## config.mk

```make
export PLATFORM = sky130hd
export DESIGN_NAME = pixel_gain
export DESIGN_NICKNAME = d
export VERILOG_FILES = /design/src/rtl/pixel_gain.sv
export SDC_FILE = /design/constraint.sdc
export NUM_CORES = 1
export LEC_CHECK = 0
export CAP_MARGIN = 20
export CORE_MARGIN = 10
export CORE_UTILIZATION = 55
export DETAILED_ROUTE_END_ITERATION = 10
export GPL_ROUTABILITY_DRIVEN = 1
export PLACE_DENSITY = 0.8
export SLEW_MARGIN = 40
export SYNTH_ARGS = -nofsm -noshare
export SYNTH_HDL_FRONTEND = slang
export SYNTH_SLANG_ARGS = --single-unit
```

## constraint.sdc

```tcl
create_clock -name clk -period 10.8 [get_ports clk]
set_input_delay 3.24 -clock clk [delete_from_list [all_inputs] [get_ports clk]]
set_output_delay 3.24 -clock clk [all_outputs]
set_load 0.02 [all_outputs]
```

## src/rtl/pixel_gain.sv

```systemverilog
// Multi-channel fixed-point gain with per-channel saturation, 2-stage pipeline,
// and press-and-hold auto-repeat level control; sideband is delayed to match.
module pixel_gain #(
  parameter int CH_W    = 8,
  parameter int NUM_CH  = 3,
  parameter int LVL_W   = 4,
  parameter int FRAC_W  = 3,
  parameter int PASS_W  = 24,
  parameter int RPT_DLY = 1000000,
  parameter int RPT_PER = 250000
) (
  input  logic                   clk,
  input  logic                   rst,
  input  logic                   inc,
  input  logic                   dec,
  input  logic [NUM_CH-1:0]      ch_mask,
  input  logic                   in_valid,
  input  logic [NUM_CH*CH_W-1:0] pixel_in,
  input  logic [PASS_W-1:0]      pass_in,
  output logic                   out_valid,
  output logic [NUM_CH*CH_W-1:0] pixel_out,
  output logic [PASS_W-1:0]      pass_thru,
  output logic [LVL_W-1:0]       level_out
);

  localparam int P_W     = CH_W + LVL_W;
  localparam int Y_W     = P_W - FRAC_W;
  localparam int RPT_MAX = (RPT_DLY > RPT_PER) ? RPT_DLY : RPT_PER;
  localparam int CNT_W   = $clog2(RPT_MAX + 1);

  localparam logic [LVL_W-1:0] UNITY    = LVL_W'(1 << FRAC_W);
  localparam logic [LVL_W-1:0] LVL_MAX  = '1;
  localparam logic [CNT_W-1:0] DLY_LAST = CNT_W'(RPT_DLY - 1);
  localparam logic [CNT_W-1:0] PER_LAST = CNT_W'(RPT_PER - 1);

  localparam logic [1:0] S_IDLE   = 2'd0;
  localparam logic [1:0] S_HOLD   = 2'd1;
  localparam logic [1:0] S_REPEAT = 2'd2;

  logic [1:0]       state_reg, state_next;
  logic [CNT_W-1:0] cnt_reg, cnt_next;
  logic [LVL_W-1:0] level_reg, level_next;
  logic             dir_reg, dir_next;
  logic             req, dir, step;

  assign req = inc ^ dec;
  assign dir = inc;

  // Any change in the request while held drops back to IDLE without stepping.
  always_comb begin
    state_next = state_reg;
    cnt_next   = cnt_reg;
    dir_next   = dir_reg;
    step       = 1'b0;
    case (state_reg)
      S_IDLE: begin
        if (req) begin
          step       = 1'b1;
          cnt_next   = '0;
          dir_next   = dir;
          state_next = S_HOLD;
        end
      end
      S_HOLD, S_REPEAT: begin
        if (!req || (dir != dir_reg)) begin
          state_next = S_IDLE;
          cnt_next   = '0;
        end else if (cnt_reg == ((state_reg == S_HOLD) ? DLY_LAST : PER_LAST)) begin
          step       = 1'b1;
          cnt_next   = '0;
          state_next = S_REPEAT;
        end else begin
          cnt_next = cnt_reg + 1'b1;
        end
      end
      default: begin
        state_next = S_IDLE;
        cnt_next   = '0;
      end
    endcase
  end

  always_comb begin
    level_next = level_reg;
    if (step) begin
      if (dir && (level_reg != LVL_MAX))
        level_next = level_reg + 1'b1;
      else if (!dir && (level_reg != '0))
        level_next = level_reg - 1'b1;
    end
  end

  always_ff @(posedge clk or posedge rst) begin
    if (rst) begin
      state_reg <= S_IDLE;
      cnt_reg   <= '0;
      level_reg <= UNITY;
      dir_reg   <= 1'b0;
    end else begin
      state_reg <= state_next;
      cnt_reg   <= cnt_next;
      level_reg <= level_next;
      dir_reg   <= dir_next;
    end
  end

  assign level_out = level_reg;

  // Stage 1 keeps the raw sample so masked-off channels can bypass the gain.
  logic [NUM_CH-1:0][P_W-1:0]  prod_next, prod_reg;
  logic [NUM_CH-1:0][CH_W-1:0] raw_reg;
  logic [NUM_CH-1:0]           mask_reg;
  logic                        valid1_reg;
  logic [PASS_W-1:0]           pass1_reg;
  logic [NUM_CH*CH_W-1:0]      chan_out;

  generate
    for (genvar gi = 0; gi < NUM_CH; gi++) begin : g_ch
      logic [Y_W-1:0] y;
      logic           over;
      assign prod_next[gi] = P_W'(pixel_in[gi*CH_W +: CH_W]) * P_W'(level_reg);
      assign y    = prod_reg[gi][P_W-1:FRAC_W];
      assign over = |y[Y_W-1:CH_W];
      assign chan_out[gi*CH_W +: CH_W] = !mask_reg[gi] ? raw_reg[gi] :
                                         over ? {CH_W{1'b1}} : y[CH_W-1:0];
    end
  endgenerate

  always_ff @(posedge clk or posedge rst) begin
    if (rst) begin
      prod_reg   <= '0;
      raw_reg    <= '0;
      mask_reg   <= '0;
      valid1_reg <= 1'b0;
      pass1_reg  <= '0;
      out_valid  <= 1'b0;
      pixel_out  <= '0;
      pass_thru  <= '0;
    end else begin
      prod_reg   <= prod_next;
      raw_reg    <= pixel_in;
      mask_reg   <= ch_mask;
      valid1_reg <= in_valid;
      pass1_reg  <= pass_in;
      out_valid  <= valid1_reg;
      pixel_out  <= chan_out;
      pass_thru  <= pass1_reg;
    end
  end

endmodule
```

# --- Word level (Yosys, flattened, before mapping) ---
# Index checks and enable logic that the tools add are counted.
classes:
  mux: 21
  n_reduce_logical: 12
  n_eq_ne: 7
  n_bitwise: 1
  n_addsub: 3
  n_mul: 3
op_table:
  columns: ["operator", "n"]
  rows:
  - ["2-to-1 mux 20 bit", 4]
  - ["2-to-1 mux 8 bit", 6]
  - ["case mux 20 bit (2 select lines)", 1]
  - ["multiplier 8 x 4 -> 12 bit", 3]
  - ["adder 20 x 1 -> 20 bit, second input constant", 1]
  - ["equality test 20 bit", 1]
  - ["2-to-1 mux 4 bit", 2]
  - ["2-to-1 mux 2 bit", 3]
  - ["AND reduction 2 bit", 3]
  - ["adder 4 x 1 -> 4 bit, second input constant", 1]
  - ["!= test 4 bit, second input constant", 1]
  - ["case mux 2 bit (2 select lines)", 1]
  - ["nonzero test 4 bit", 1]
  - ["subtractor 4 x 1 -> 4 bit, second input constant", 1]
  - ["2-to-1 mux 1 bit", 3]
  - ["!= test 3 bit, second input constant", 1]
  - ["equality test 2 x 1 -> 1 bit, second input constant", 1]
  - ["equality test 2 bit, second input constant", 1]
  - ["logical AND 1 bit", 2]
  - ["logical NOT 1 bit", 2]
  - ["logical NOT 2 bit", 1]
  - ["!= test 2 bit, second input constant", 1]
  - ["case mux 1 bit (2 select lines)", 1]
  - ["nonzero test 2 bit", 1]
  - ["4 further kinds", 4]
totals:
  inputBits: 56
  word_cells: 63
  register_bits: 164

# --- Longest topological paths before layout ---
depth:
  ltp_word: 7
  mapped_depth: 13
  mapped_depth_nobuf: 11

# --- Worst setup path after synthesis ---
# No wires, ideal clock.
synth_path:
  kind: "input port to flip-flop"
  start: "in pixel_in[1]"
  end: "reg prod_reg, in the netlist g_ch[0].over"
  path_slack_ps: 4990
  setup_time_ps: 148
  arrival_time_ps: 5662
  n_path_buf: 0
  path_stages: 11
  t_required_ps: 10652
  path_cell_list: "and2_1 > fa_1 > inv_1 > fa_1 > inv_1 > ha_1 > and4_1 > a31oi_1 > o21ai_0 > nand4_1 > o211ai_1"
synth_lines:
  columns: ["item", "line_no", "rtl"]
  rows:
  - ["start: declaration", "18", "input logic [NUM_CH*CH_W-1:0] pixel_in,"]
  - ["end signal: assignment", "140", "prod_reg <= prod_next;"]
  - ["end: declaration", "110", "logic [NUM_CH-1:0][P_W-1:0] prod_next, prod_reg;"]

==> impl_metrics.ini <==
[run_status]
status = complete, no violations

[yosys]
avgSynthCellArea_sq_um = 11.4
post_synth_inst_count = 686
synth_top_cell_area_share_pct = 49.2
yosys.cell_count.top_type = dfrtp_1
synthArstFlopShare_pct = 100
ys_warn_count = 0
synth-main-ff-cell = dfrtp_1
synth-edff-count = 0
synth_fp_nets = 827
ys_seq_area_share_pct = 49.5
yosys_register_bits = 155
synth.area.top_cells = dfrtp_1, fa_1, ha_1
yosys-top-cells-count = dfrtp_1, inv_1, and2_1
synth_top_area_cell = dfrtp_1
ys_types = 57
synthesis.area_sq_um = 7830

[timing]
period_minus_slack_ns = 6.27
finalHoldViolations = 0
max_slew.worst_pin.slew_ns = 0.747
clock_skew_ns = 0.00451
setup_viol_count_final = 0
relSlewSlack_pct = 50.2
fin_ws_ns = 4.53
setup_tns_ns = 0
fin_crit_sh_pct = 58.0
fmax_ghz = 0.160
slew_viol_final = 0
rsz0062_at_grt = no

[die]
die_x_microns = 139
io_pins = 109
die-area_sq_um = 19400
die_y_microns = 139
rows = 43
floorplan.initialDensity_pct = 56.2
core_area_sq_um = 13900

[final_layout]
multi_input_area_sq_um = 3620
nets = 940
diodes = 0
seq_area_sq_um = 3880
fillers = 1045
fin_util_pct = 69.1
syn2layout_area_growth_pct = 23.0
drive_above_1_share_pct = 5.79

[pwr]
p_leak_uw = 0.00438
power.density_nw_per_um2 = 274
vdd_drop_max_mv = 0.180

[global_routing]
antenna_found_initial = 0
grt_pass1_wl_microns = 28500
gr-usage-all-layers_pct = 18.1
grt_overflow_total = 0
grt_pass1_vias = 5823
grt_max_degree = 82

[setup_path]
crit_path_start_kind = input port
crit_path_end_kind = flop
critical_path_arrival_ns = 6.54
path_class = input port to flop
cp.required_ns = 11.07
worstPathMaxFanout = 6

[clock_network]
clk_pin_slew_ns = 0.06
numCtsBuffers = 17
clockRootBuffer = clkbuf_16
cts-htree-levels = 4
cts_resized = 0
cts_buffer_depth = 2
cts.sinks = 155
cts_setup_buffers = 0
insertion_delay_ns = 0.42
postCtsHoldBufs = 0
cts_tree = yes

[routing]
drcViolationCount = 0
num_vias = 5348
wl_per_cell_microns = 17.0
drtPass1Iterations = 4
wl_microns = 16800
drt_iter0_drc = 309
avgViaCountPerCell = 5.39
ant_nets = 0

[placement]
pre_cts_slack_ns = 4.12
portBuffers = 108
gp_congestion = 0.849
hpwlAfterDp_microns = 12000

[min_path]
hold_path_class = flop to flop

[run]
cap_viol_max_count = 0
==> per-layer routing <==
metal,up-vias,GRT usage (%),wire [microns]
met4,0,7.47,316
met5,-,0,0
met2,121,31.0,8730
met3,22,4.53,857
met1,2694,21.0,6920
li1,2511,-,-
==> cells in the final DEF, fill, tap and decap left out, types with 6 or more instances in the layout <==
cell type	synthesis	final
nand2b_1	6	6
o22a_1	22	22
o21ai_0	13	13
inv_1	70	69
nand4_1	8	8
nor2_1	45	45
a21o_1	8	8
nand2_1	39	39
dfrtp_1	154	152
nor3_1	12	12
o211ai_1	7	7
xor2_1	10	10
a21oi_1	18	18
clkdlybuf4s50_1	0	108
nand3_1	8	8
clkbuf_16	0	17
fa_1	37	37
inv_6	0	6
and2_1	67	67
xnor2_1	32	32
ha_1	48	48
==> kinds of logic (layout without fill, tap and decap cells) <==
logic type	count (synthesis)	count (layout)	share of synthesized area (%)
simple gates	221	221	15.3
flops	155	155	49.5
compound gates	93	93	8.53
buf+inv	86	212	4.28
fa+ha+maj	85	85	17.1
xor+xnor	42	42	4.70
mux	4	4	0.575
==> worst paths after layout <==
check | startpoint | endpoint | slack, ns | cells past startpoint
max in group asynchronous | rst | raw_reg[14] | 6.43 | 3
min reg2reg | valid1_reg | out_valid | 0.35 | 0
min in group asynchronous | rst | pass_thru[4] | 3.32 | 2
max reg2reg | level_out[3] | g_ch[2].y[7] | 7.11 | 10
max | pixel_in[1] | g_ch[0].over | 4.53 | 12
min | valid1_reg | out_valid | 0.35 | 0
==> power breakdown <==
group          switching (uW)  internal (uW)  leakage (uW)
clock                     249            299      0.000269
combinational             717            594       0.00226
sequential               82.7            701       0.00186
==> metrics by stage <==
stage	std cells	area (sq um)	hold slack [ns]	power [uW]
6_report	992	9630	0.348	2640
5_1_grt	992	9630	0.351	2890
4_1_cts	992	9630	0.350	2670
3_5_place_dp	960	9090	0.335	2100
3_3_place_gp	960	9090	0.331	2020
2_1_floorplan	686	7830	0.331	1760
==> critical path, cell delays in order <==
cell,delay [ns]
clkdlybuf4s50_1,0.52
and2_1,0.24
fa_1,0.55
inv_1,0.06
fa_1,0.52
inv_1,0.04
ha_1,0.34
and4_1,0.22
a31oi_1,0.31
o21ai_0,0.25
nand4_1,0.14
o211ai_1,0.11
==> layout make-up <==
type | count | area share, %
clock buffer | 18 | 4.46
clock inverter | 14 | 1.16
inverter | 70 | 2.78
multi-input combinational | 445 | 37.6
sequential | 155 | 40.3
tap | 180 | 2.34
timing repair buffer | 110 | 11.4
Power figures use the tool's default switching activity.
